[src/rtl/stage_mem_lsu_pkg.sv]
`default_nettype none
// ============================================================================
// Module   : stage_pkg
// Brief    : Shared encodings, FSM state type and legality helper for the LSU.
// Revision : 1.0
// ============================================================================
package stage_pkg;

    localparam logic [1:0] RS_PC  = 2'b00;
    localparam logic [1:0] RS_ALU = 2'b01;
    localparam logic [1:0] RS_MEM = 2'b10;

    localparam logic [2:0] F3_B  = 3'b000;
    localparam logic [2:0] F3_H  = 3'b001;
    localparam logic [2:0] F3_W  = 3'b010;
    localparam logic [2:0] F3_BU = 3'b100;
    localparam logic [2:0] F3_HU = 3'b101;

    localparam int TIMEOUT_DEFAULT = 16;

    typedef enum logic [1:0] {
        IDLE = 2'b00,
        BUSY = 2'b01,
        DONE = 2'b10
    } state_e;

    // Stores only exist for B/H/W; unsigned codes are load-only.
    function automatic logic access_legal(input logic       is_store,
                                          input logic [2:0] f3,
                                          input logic [1:0] off);
        logic ok;
        case (f3)
            F3_B:    ok = 1'b1;
            F3_H:    ok = ~off[0];
            F3_W:    ok = (off == 2'b00);
            F3_BU:   ok = ~is_store;
            F3_HU:   ok = ~is_store & ~off[0];
            default: ok = 1'b0;
        endcase
        return ok;
    endfunction

endpackage
`default_nettype wire

[src/rtl/stage_mem_lsu_align.sv]
`default_nettype none
// ============================================================================
// Module   : lsu_align
// Brief    : Selects the load lane from a read word and sign/zero extends it.
// Revision : 1.0
// ============================================================================
module lsu_align
    import stage_pkg::*;
(
    input  logic [31:0] i_rdata,
    input  logic [1:0]  i_offset,
    input  logic [2:0]  i_funct3,
    output logic [31:0] o_data
);

    logic [7:0]  w_byte;
    logic [15:0] w_half;

    always_comb begin
        w_byte = i_rdata[7:0];
        case (i_offset)
            2'd0:    w_byte = i_rdata[7:0];
            2'd1:    w_byte = i_rdata[15:8];
            2'd2:    w_byte = i_rdata[23:16];
            default: w_byte = i_rdata[31:24];
        endcase
        w_half = i_offset[1] ? i_rdata[31:16] : i_rdata[15:0];

        case (i_funct3)
            F3_B:    o_data = {{24{w_byte[7]}}, w_byte};
            F3_H:    o_data = {{16{w_half[15]}}, w_half};
            F3_W:    o_data = i_rdata;
            F3_BU:   o_data = {24'd0, w_byte};
            F3_HU:   o_data = {16'd0, w_half};
            default: o_data = 32'd0;
        endcase
    end

endmodule
`default_nettype wire

[src/rtl/stage_mem_lsu.sv]
`default_nettype none
// ============================================================================
// Module   : stage_mem_lsu
// Brief    : MEM pipeline stage: single-outstanding load/store unit with timeout.
// Revision : 1.0
// ============================================================================
module stage_mem_lsu
    import stage_pkg::*;
#(
    parameter int DATA_WIDTH       = 32,
    parameter int ALU_RESULT_WIDTH = 32,
    parameter int PC_WIDTH         = 32,
    parameter int RESULTSRC_WIDTH  = 2,
    parameter int TIMEOUT          = TIMEOUT_DEFAULT
)(
    input  logic                        clk,
    input  logic                        rst_n,
    input  logic                        valid_in,
    input  logic [RESULTSRC_WIDTH-1:0]  ResultSrc,
    input  logic                        MemWrite,
    input  logic [2:0]                  funct3,
    input  logic [ALU_RESULT_WIDTH-1:0] ALU_result,
    input  logic [DATA_WIDTH-1:0]       write_data,
    input  logic [PC_WIDTH-1:0]         pc_add_1,
    output logic                        stall,
    output logic                        mem_req,
    output logic                        mem_we,
    output logic [31:0]                 mem_addr,
    output logic [31:0]                 mem_wdata,
    output logic [3:0]                  mem_be,
    input  logic                        mem_ack,
    input  logic [31:0]                 mem_rdata,
    output logic                        valid_out,
    output logic [RESULTSRC_WIDTH-1:0]  ResultSrc_out,
    output logic [DATA_WIDTH-1:0]       read_data,
    output logic [ALU_RESULT_WIDTH-1:0] ALU_result_out,
    output logic [PC_WIDTH-1:0]         pc_add_1_out,
    output logic                        access_err
);

    localparam int             CNT_W    = $clog2(TIMEOUT + 1);
    localparam logic [CNT_W-1:0] CNT_LAST = CNT_W'(TIMEOUT - 1);

    state_e                      state_q, state_d;
    logic [CNT_W-1:0]            cnt_q, cnt_d;
    logic                        mem_req_q, mem_req_d;
    logic                        mem_we_q, mem_we_d;
    logic [31:0]                 mem_addr_q, mem_addr_d;
    logic [31:0]                 mem_wdata_q, mem_wdata_d;
    logic [3:0]                  mem_be_q, mem_be_d;
    logic [2:0]                  f3_q, f3_d;
    logic [1:0]                  off_q, off_d;
    logic                        is_load_q, is_load_d;
    logic                        valid_out_q, valid_out_d;
    logic [RESULTSRC_WIDTH-1:0]  rs_out_q, rs_out_d;
    logic [ALU_RESULT_WIDTH-1:0] alu_out_q, alu_out_d;
    logic [PC_WIDTH-1:0]         pc_out_q, pc_out_d;
    logic [DATA_WIDTH-1:0]       rd_q, rd_d;
    logic                        err_q, err_d;

    logic                        w_mem_op;
    logic                        w_legal;
    logic [31:0]                 w_st_wdata;
    logic [3:0]                  w_st_be;
    logic [31:0]                 w_load_word;

    assign w_mem_op = valid_in & (MemWrite | (ResultSrc == RESULTSRC_WIDTH'(RS_MEM)));
    assign w_legal  = access_legal(MemWrite, funct3, ALU_result[1:0]);

    // Loads enable the whole word; the lane is picked on return.
    always_comb begin
        w_st_wdata = write_data[31:0];
        w_st_be    = 4'hF;
        if (MemWrite) begin
            case (funct3)
                F3_B: begin
                    w_st_wdata = {4{write_data[7:0]}};
                    w_st_be    = 4'b0001 << ALU_result[1:0];
                end
                F3_H: begin
                    w_st_wdata = {2{write_data[15:0]}};
                    w_st_be    = ALU_result[1] ? 4'b1100 : 4'b0011;
                end
                default: ;
            endcase
        end
    end

    lsu_align u_align (
        .i_rdata  (mem_rdata),
        .i_offset (off_q),
        .i_funct3 (f3_q),
        .o_data   (w_load_word)
    );

    always_comb begin
        state_d     = state_q;
        cnt_d       = cnt_q;
        mem_req_d   = 1'b0;
        mem_we_d    = mem_we_q;
        mem_addr_d  = mem_addr_q;
        mem_wdata_d = mem_wdata_q;
        mem_be_d    = mem_be_q;
        f3_d        = f3_q;
        off_d       = off_q;
        is_load_d   = is_load_q;
        valid_out_d = 1'b0;
        rs_out_d    = rs_out_q;
        alu_out_d   = alu_out_q;
        pc_out_d    = pc_out_q;
        rd_d        = rd_q;
        err_d       = 1'b0;

        case (state_q)
            IDLE: begin
                if (valid_in) begin
                    rs_out_d  = ResultSrc;
                    alu_out_d = ALU_result;
                    pc_out_d  = pc_add_1;
                    rd_d      = '0;
                end
                if (w_mem_op && w_legal) begin
                    state_d     = BUSY;
                    cnt_d       = '0;
                    mem_req_d   = 1'b1;
                    mem_we_d    = MemWrite;
                    mem_addr_d  = {ALU_result[31:2], 2'b00};
                    mem_wdata_d = w_st_wdata;
                    mem_be_d    = w_st_be;
                    f3_d        = funct3;
                    off_d       = ALU_result[1:0];
                    is_load_d   = ~MemWrite;
                end else if (w_mem_op) begin
                    state_d     = DONE;
                    valid_out_d = 1'b1;
                    err_d       = 1'b1;
                end else if (valid_in) begin
                    valid_out_d = 1'b1;
                end
            end
            BUSY: begin
                // An ack on the final counted cycle still completes cleanly.
                if (mem_ack) begin
                    state_d     = DONE;
                    valid_out_d = 1'b1;
                    rd_d        = is_load_q ? DATA_WIDTH'(w_load_word) : '0;
                end else if (cnt_q == CNT_LAST) begin
                    state_d     = DONE;
                    valid_out_d = 1'b1;
                    err_d       = 1'b1;
                    rd_d        = '0;
                end else begin
                    cnt_d     = cnt_q + 1'b1;
                    mem_req_d = 1'b1;
                end
            end
            default: begin
                state_d = IDLE;
            end
        endcase
    end

    always_ff @(posedge clk or negedge rst_n) begin
        if (!rst_n) begin
            state_q     <= IDLE;
            cnt_q       <= '0;
            mem_req_q   <= 1'b0;
            mem_we_q    <= 1'b0;
            mem_addr_q  <= '0;
            mem_wdata_q <= '0;
            mem_be_q    <= '0;
            f3_q        <= '0;
            off_q       <= '0;
            is_load_q   <= 1'b0;
            valid_out_q <= 1'b0;
            rs_out_q    <= '0;
            alu_out_q   <= '0;
            pc_out_q    <= '0;
            rd_q        <= '0;
            err_q       <= 1'b0;
        end else begin
            state_q     <= state_d;
            cnt_q       <= cnt_d;
            mem_req_q   <= mem_req_d;
            mem_we_q    <= mem_we_d;
            mem_addr_q  <= mem_addr_d;
            mem_wdata_q <= mem_wdata_d;
            mem_be_q    <= mem_be_d;
            f3_q        <= f3_d;
            off_q       <= off_d;
            is_load_q   <= is_load_d;
            valid_out_q <= valid_out_d;
            rs_out_q    <= rs_out_d;
            alu_out_q   <= alu_out_d;
            pc_out_q    <= pc_out_d;
            rd_q        <= rd_d;
            err_q       <= err_d;
        end
    end

    // Gated by rst_n so every output reads 0 while reset is held.
    assign stall = rst_n & (((state_q == IDLE) & w_mem_op) | (state_q == BUSY));

    assign mem_req        = mem_req_q;
    assign mem_we         = mem_we_q;
    assign mem_addr       = mem_addr_q;
    assign mem_wdata      = mem_wdata_q;
    assign mem_be         = mem_be_q;
    assign valid_out      = valid_out_q;
    assign ResultSrc_out  = rs_out_q;
    assign read_data      = rd_q;
    assign ALU_result_out = alu_out_q;
    assign pc_add_1_out   = pc_out_q;
    assign access_err     = err_q;

endmodule
`default_nettype wire

[config.mk]
export PLATFORM = sky130hd
export DESIGN_NAME = stage_mem_lsu
export DESIGN_NICKNAME = d
export VERILOG_FILES = /design/src/rtl/stage_mem_lsu_pkg.sv /design/src/rtl/stage_mem_lsu_align.sv /design/src/rtl/stage_mem_lsu.sv
export SDC_FILE = /design/constraint.sdc
export NUM_CORES = 1
export LEC_CHECK = 0
export CAP_MARGIN = 10
export CORE_MARGIN = 5
export CORE_UTILIZATION = 60
export CTS_BUF_LIST = sky130_fd_sc_hd__clkbuf_16
export DETAILED_ROUTE_END_ITERATION = 7
export DONT_BUFFER_PORTS = 1
export PLACE_DENSITY = 0.87
export SLEW_MARGIN = 20
export SYNTH_ARGS = -nofsm -noshare
export SYNTH_HDL_FRONTEND = slang
export SYNTH_SLANG_ARGS = --single-unit
[constraint.sdc]
create_clock -name clk -period 2.8 [get_ports clk]
set_input_delay 0.28 -clock clk [delete_from_list [all_inputs] [get_ports clk]]
set_output_delay 0.28 -clock clk [all_outputs]
set_load 0.05 [all_outputs]
==> summary.md <==
| Metric | Value |
|---|---|
| Run status | finished, violations left |
| Failing checks | negative hold slack |
| Final period utilization | 92.53% |
| Count of different cell masters after synthesis | 44 |
| Setup crit end kind | output pin |
| XOR/XNOR share of the synthesized area | 0.2280% |
| Hold-fix buffers, CTS | 84 |
| Hold slack | -0.4544 ns |
| GRT Overall Usage | 30.23% |
| ANT cells | 0 |
| GRT met3 Usage | 12.35% |
| Setup CP Type | reg2out |
| # Post-CTS Setup Buffers | 0 |
| Global route overflow | 0 |
| Post-synth EDFFs | 0 |
| Die area | 15,170 sq um |
| Worst Skew | 0.01496 ns |
| Total routed wirelength | 23,080 microns |
| H-tree levels | 4 |
| Pre-CTS WS | 0.4695 ns |
| IO Port Bufs | 0 |
| Synth top area share | 58.95% |
| Final setup viols | 0 |
| Commonest cells after routing, fill and taps aside | dfrtp_1 (181), nand2_1 (179), dlygate4sd3_1 (90) |
| CTS tree | built |
| Vias in the first global route | 6,385 |
| Design Power | 9.567 mW |
| First-pass iteration count of the detailed router | 6 |
| Site Rows | 41 |
| Iteration-0 DRC Markers | 552 |
| DRC violations left | 0 |
| Setup Total Neg Slack | 0 ns |
| Post-synthesis mux area share | 13.61% |
| Largest net degree at the start of global routing | 183 |
| RSZ-0062 raised after global routing | no |
| Leading area contributor after synthesis | dfrtp_1 |
| Hold Vio Cnt, Final | 181 |
| CTS clock-pin slew for the worst setup and hold paths | 0.06 ns |
| I/O pins | 309 |
| Hpwl dp | 14,560 microns |
| Register area share after synthesis | 58.95% |
| Setup slack after layout | 0.2091 ns |
| Placed Cells | 818 |
| Post-DP Area | 7873 sq um |
| Hold Path Class | in2async |
| Global-route wire length before repair | 34,870 microns |
| Syn-to-layout area delta | 21.23% |
| DR WL/cell | 24.60 microns |
| Die Span Y | 123.2 microns |
| Max Slew Vio Count | 0 |
| Count of state elements after synthesis | 181 |
| Post-synth ARST share | 100.0% |
| Initial antenna violation count | 0 |
| Largest family of logic cells by synthesized area | simple AND/OR/NAND/NOR gates |
| Met1 usage | 33.64% |
| Share of cells above drive strength 1 | 17.89% |
| Vias/cell | 6.382 |
| Sink Count | 181 |
| Worst-path fanout max | 38 |
| Pwr dens | 1027 nW/um^2 |
| Final nets | 895 |
| Syn Area/Cell | 11.38 sq um |
| Global routing's busiest layer | met2 |
| Max_cap viols | 0 |
| M2 GR Usage | 49.10% |
| Simple-gate area share of the yosys netlist | 14.59% |
| Core area | 12,570 sq um |
| Pleak | 4.200 nW |
| Synth Area in Adders | 0.3257% |
| Synthesized instance count | 675 |
| DRT antenna net count | 0 |
| Synth top area cells | dfrtp_1 (59%), mux2_2 (11%), nand2_1 (8.7%), a221o_1 (3.3%), nand3_1 (2.3%) |
| Fillers | 794 |
| Prevailing post-synth register cell | dfrtp_1 |
| Post-route cell area | 9315 sq um |
| Syn. warnings | 0 |
| Slew HR | 37.57% |
| Tmin final | 2.591 ns |
| CP Data Required Time | 2.52 ns |
| Setup crit start kind | register |
| Clock Latency Late Sink | 0.43 ns |
| FMAX | 386.0 MHz |
| Gates resized, CTS repair | 0 |
| Final Wtd Congestion | 0.8826 |
| WP data arrival | 2.31 ns |
| Final non-filler cell total | 938 |
| Starting density of the core | 61.13% |
| Clock root cell | clkbuf_16 |
| Synth Area in Compound Gates | 9.542% |
| Num CTS Buffers | 17 |
| Mapped cell area | 7684 sq um |
| Most common cell after layout, fill and taps aside | dfrtp_1 |
| Via Count | 5,986 |
| CTS max path bufs | 2 |
| Worst Tran Pin Value | 0.9364 ns |
| Worst VDD drop | 0.6771 mV |
| Die outline width | 123.2 microns |
logic make-up after synthesis:
group / count (synthesis)
AO/OA/AOI/OAI: 95
XOR/XNOR: 2
adder cells (fa/ha/maj): 2
buffers and inverters: 49
flip-flops: 181
multiplexers: 85
other: 1
AND/OR/NAND/NOR: 260
cell type report:
type | count | area, sq um | share of cell area, %
multi-input cells | 446 | 2985 | 32.05
repair buffers | 104 | 1031 | 11.07
clock buffers | 17 | 425.4 | 4.567
clock inverters | 13 | 110.1 | 1.182
well taps | 172 | 215.2 | 2.310
flip-flops and latches | 181 | 4529 | 48.62
inverters | 5 | 18.77 | 0.2015
synth_stat cells (2+ instances only):
| library cell | instances |
|---|---|
| and3_1 | 2 |
| clkbuf_1 | 27 |
| o21ai_0 | 22 |
| a2111oi_0 | 2 |
| nor3b_1 | 3 |
| buf_1 | 4 |
| xor2_1 | 2 |
| nand2b_1 | 5 |
| nand2_1 | 179 |
| nor4_1 | 2 |
| a221o_1 | 25 |
| dfrtp_1 | 181 |
| nor2b_1 | 3 |
| a22o_1 | 6 |
| a21oi_1 | 5 |
| nor3_1 | 3 |
| a21boi_0 | 2 |
| ha_1 | 2 |
| mux4_2 | 8 |
| nand4_1 | 2 |
| inv_1 | 5 |
| buf_4 | 3 |
| buf_2 | 10 |
| a22oi_1 | 15 |
| nor4b_1 | 3 |
| nor2_1 | 15 |
| a31oi_1 | 9 |
| nand3_1 | 36 |
| mux2_2 | 76 |
| or3b_2 | 4 |
where the power goes:
part           total (mW)  leakage, nW  internal, mW  switching [mW]
clock                2.20        0.246          1.21           0.996
sequential           6.03         2.24          3.22            2.82
combinational        1.33         1.71         0.691           0.638
stage by stage:
stage	utilization (%)	hold WS [ns]
CTS	73.59	-0.4647
finish	74.12	-0.4544
detailed placement	62.64	-0.009969
global placement	62.64	-0.01138
global route	74.12	-0.4738
floorplan	-	-0.01559
critical path, cell delays in order (launching register included):
cell and delay [ns]:
dfrtp_1 0.46, nor3b_2 0.29, buf_4 0.49, o21ai_0 0.23
a21boi_1 0.19, buf_4 0.22
worst paths after layout:
check                               from                end  slack, ns  cells after the start
setup / recovery              state_q[0]              stall       0.21                      5
hold / removal                     rst_n      mem_wdata[21]      -0.45                      0
setup reg to reg              state_q[1]      read_data[13]       0.65                      4
hold reg to reg                 cnt_q[4]           cnt_q[4]       0.50                      2
max in group asynchronous          rst_n       mem_addr[27]       2.99                      0
min in group clk           ALU_result[1]  ALU_result_out[1]       0.01                      1
layer usage:
layer | wire [microns] | up-vias
met5 | 0 | -
met4 | 1065 | 0
met3 | 2749 | 97
met2 | 11480 | 449
met1 | 7781 | 2903
li1 | - | 2537
state kept, by name, summed over array words and instances, names as in the netlist:
| signal | count |
|---|---|
| mem_we | 1 |
| ResultSrc_out | 2 |
| ALU_result_out | 32 |
| cnt_q | 5 |
| mem_be | 4 |
| valid_out | 1 |
| mem_wdata | 32 |
| access_err | 1 |
| mem_addr | 30 |
| f3_q | 3 |
| off_q | 2 |
| is_load_q | 1 |
| read_data | 32 |
| pc_add_1_out | 32 |
| mem_req | 1 |
| state_q | 2 |
Power figures use the tool's default switching activity.
==> RTL change, RTL diff (config.mk and constraints unchanged) <==
The parameter `DATA_WIDTH` goes from 32 to 64.
--- a/src/rtl/stage_mem_lsu.sv
+++ b/src/rtl/stage_mem_lsu.sv
@@ -9,3 +9,3 @@
 #(
-    parameter int DATA_WIDTH       = 32,
+    parameter int DATA_WIDTH       = 64,
     parameter int ALU_RESULT_WIDTH = 32,
Interface: changed (resized read_data and write_data); port bits go from 309 to 373. The function was not compared with the original's and may differ.
==> RTL change against the unedited design <==
The run still ends with hold timing left. Synthesized cell count increased by 4.6%. Sequential cell count unchanged. Setup slack improved by 380 ps. Total power increased by 2.6%. Global-route usage decreased by 3.1 points. Clock power increased by 14%. Via count decreased by 3.8%. Area after synthesis increased by 3.0%. Largest power group unchanged. Register-to-register slack got worse by 20 ps. Sequential power decreased by 1%. Wire length decreased by 7.4%. Cell area increased by 2.3%. Die area increased by 2.8%.
==> RTL change: results (changes against the unedited design) <==
Run status
  – Status: finished with violations
  – Failing checks: hold timing

STA
  – Final hold vios: 181 (unchanged)
  – Skew final: 6.75 ps (-8.22 ps)
  – Hold WS: -456 ps (-1.72 ps)
  – Relative slew slack: 0.436 (+0.0608)

Critical path
  – Reg2reg setup slack: 630 ps (-20 ps)
  – Reg2reg start: cnt_q[0]
  – Crit path max-delay family: compound AO/OA/AOI/OAI gates
  – R2R depth: 7 (+3)
  – CP max stage delay: 480 ps
  – Maximum fanout along the worst path: 7 (-82%)
  – CP max stage cell: o21a_1
  – Worst R2R End: cnt_q[3]
  – Arrival @ worst endpoint: 1940 ps (-370 ps)

Layout
  – Share of layout cells above drive strength 1: 0.150 (-0.0290)
  – Fin cells: 978 (+4.3%)
  – Final #Nets: 961 (+7.4%)
  – # fillers: 848 (+6.8%)

Yosys
  – Top cells by area, synth: dfrtp_1 (57%), mux2_2 (10%), nand2_1 (8.3%), buf_4 (3.6%), nand3_1 (2.7%)
  – Seq/Total Area, Yosys: 0.572 (-0.0173)
  – Top cells by count, synth: dfrtp_1 (181), nand2_1 (175), mux2_2 (70)
  – Syn_area_per_cell: 11.2 sq um (-1.5%)
  – Unique masters post-synth: 52 (+18%)

Detailed routing
  – Final wirelength: 21400 um (-7.4%)
  – Met1 WL: 7520 um (-3.3%)
  – Met3 routed WL: 2480 um (-9.9%)
  – Via count: 5758 (-3.8%)
  – Initial drt markers: 487 (-12%)
  – Met2 WL post-DR: 10800 um (-5.8%)
  – DRT Pass-1 Iters: 5 (-1)

Global route
  – GR Layer Usage met1: 0.309 (-0.0275)
  – GR Util All Layers: 0.272 (-0.0306)
  – Vias in the first global route: 5997 (-6.1%)
  – Global Route met2 Usage: 0.451 (-0.0400)
  – Met3 Track Usage GR: 0.123 (-0.000443)
  – First-pass GRT wire length: 33700 um (-3.4%)
  – Largest net degree at the start of global routing: 183 (unchanged)

Power
  – LEAKAGE: 4.46 nW (+6.3%)
  – Peak supply drop: 0.695 mV (+2.7%)

Placement
  – Routability cong.: 0.849 (-3.8%)
  – Place WS: 674 ps (+204 ps)
  – HPWL after detailed placement: 13900 um (-4.2%)
  – Placed insts: 845 (+3.3%)

CTS
  – Clock tree root driver cell: clkbuf_16
  – Post-cts sizing count: 0 (unchanged)
  – Hold Buf Count CTS: 97 (+15%)
==> RTL change: worst max path at each step <==
| stage | from | end | slack (ps) | cells after the start |
|---|---|---|---|---|
| 4_1_cts | state_q[1] | stall | 560 | 3 |
| 5_1_grt | f3_q[1] | read_data[19] | 410 | 3 |
| 6_report | state_q[1] | stall | 580 | 3 |
| 3_3_place_gp | cnt_q[0] | cnt_q[3] | 740 | 7 |
| 3_5_place_dp | cnt_q[0] | cnt_q[3] | 670 | 7 |
| 2_1_floorplan | cnt_q[0] | read_data[27] | 740 | 7 |
==> RTL change: area by class of cell <==
cell class	instances	area, sq um	area share
clock buffer	17	425	0.0446
clock inverter	14	198	0.0207
tap	176	220	0.0231
antenna	1	2.50	0.000263
timing repair buffer	109	1080	0.114
multi-input combinational	477	3060	0.321
inverter	3	11.3	0.00118
sequential	181	4530	0.475
==> RTL change: power by group <==
part           internal, mW  switching (mW)  total (mW)
registers              3.21            2.75        5.96
logic                 0.636           0.702        1.34
clock network          1.50            1.02        2.51
total                  5.35            4.47        9.81
==> RTL change: kinds of logic (layout without fill, tap and decap cells) <==
group	after synthesis	in the layout	share of synthesized area
flip-flops	181	181	0.572
adder cells (fa/ha/maj)	2	2	0.00316
AO/OA/AOI/OAI	94	94	0.0871
buffers and inverters	81	143	0.0605
XOR/XNOR	2	2	0.00221
other	1	35	0.000474
AND/OR/NAND/NOR	251	251	0.141
multiplexers	94	94	0.134
==> RTL change: through the flow <==
stage	hold slack (ps)	util	power, mW	area [sq um]
3_5_place_dp	-9.59	0.603	7.19	7890
4_1_cts	-472	0.725	9.83	9490
6_report	-456	0.728	9.81	9530
2_1_floorplan	-15.6	-	6.86	8040
5_1_grt	-484	0.728	10.2	9530
3_3_place_gp	-11.6	0.603	7.08	7890
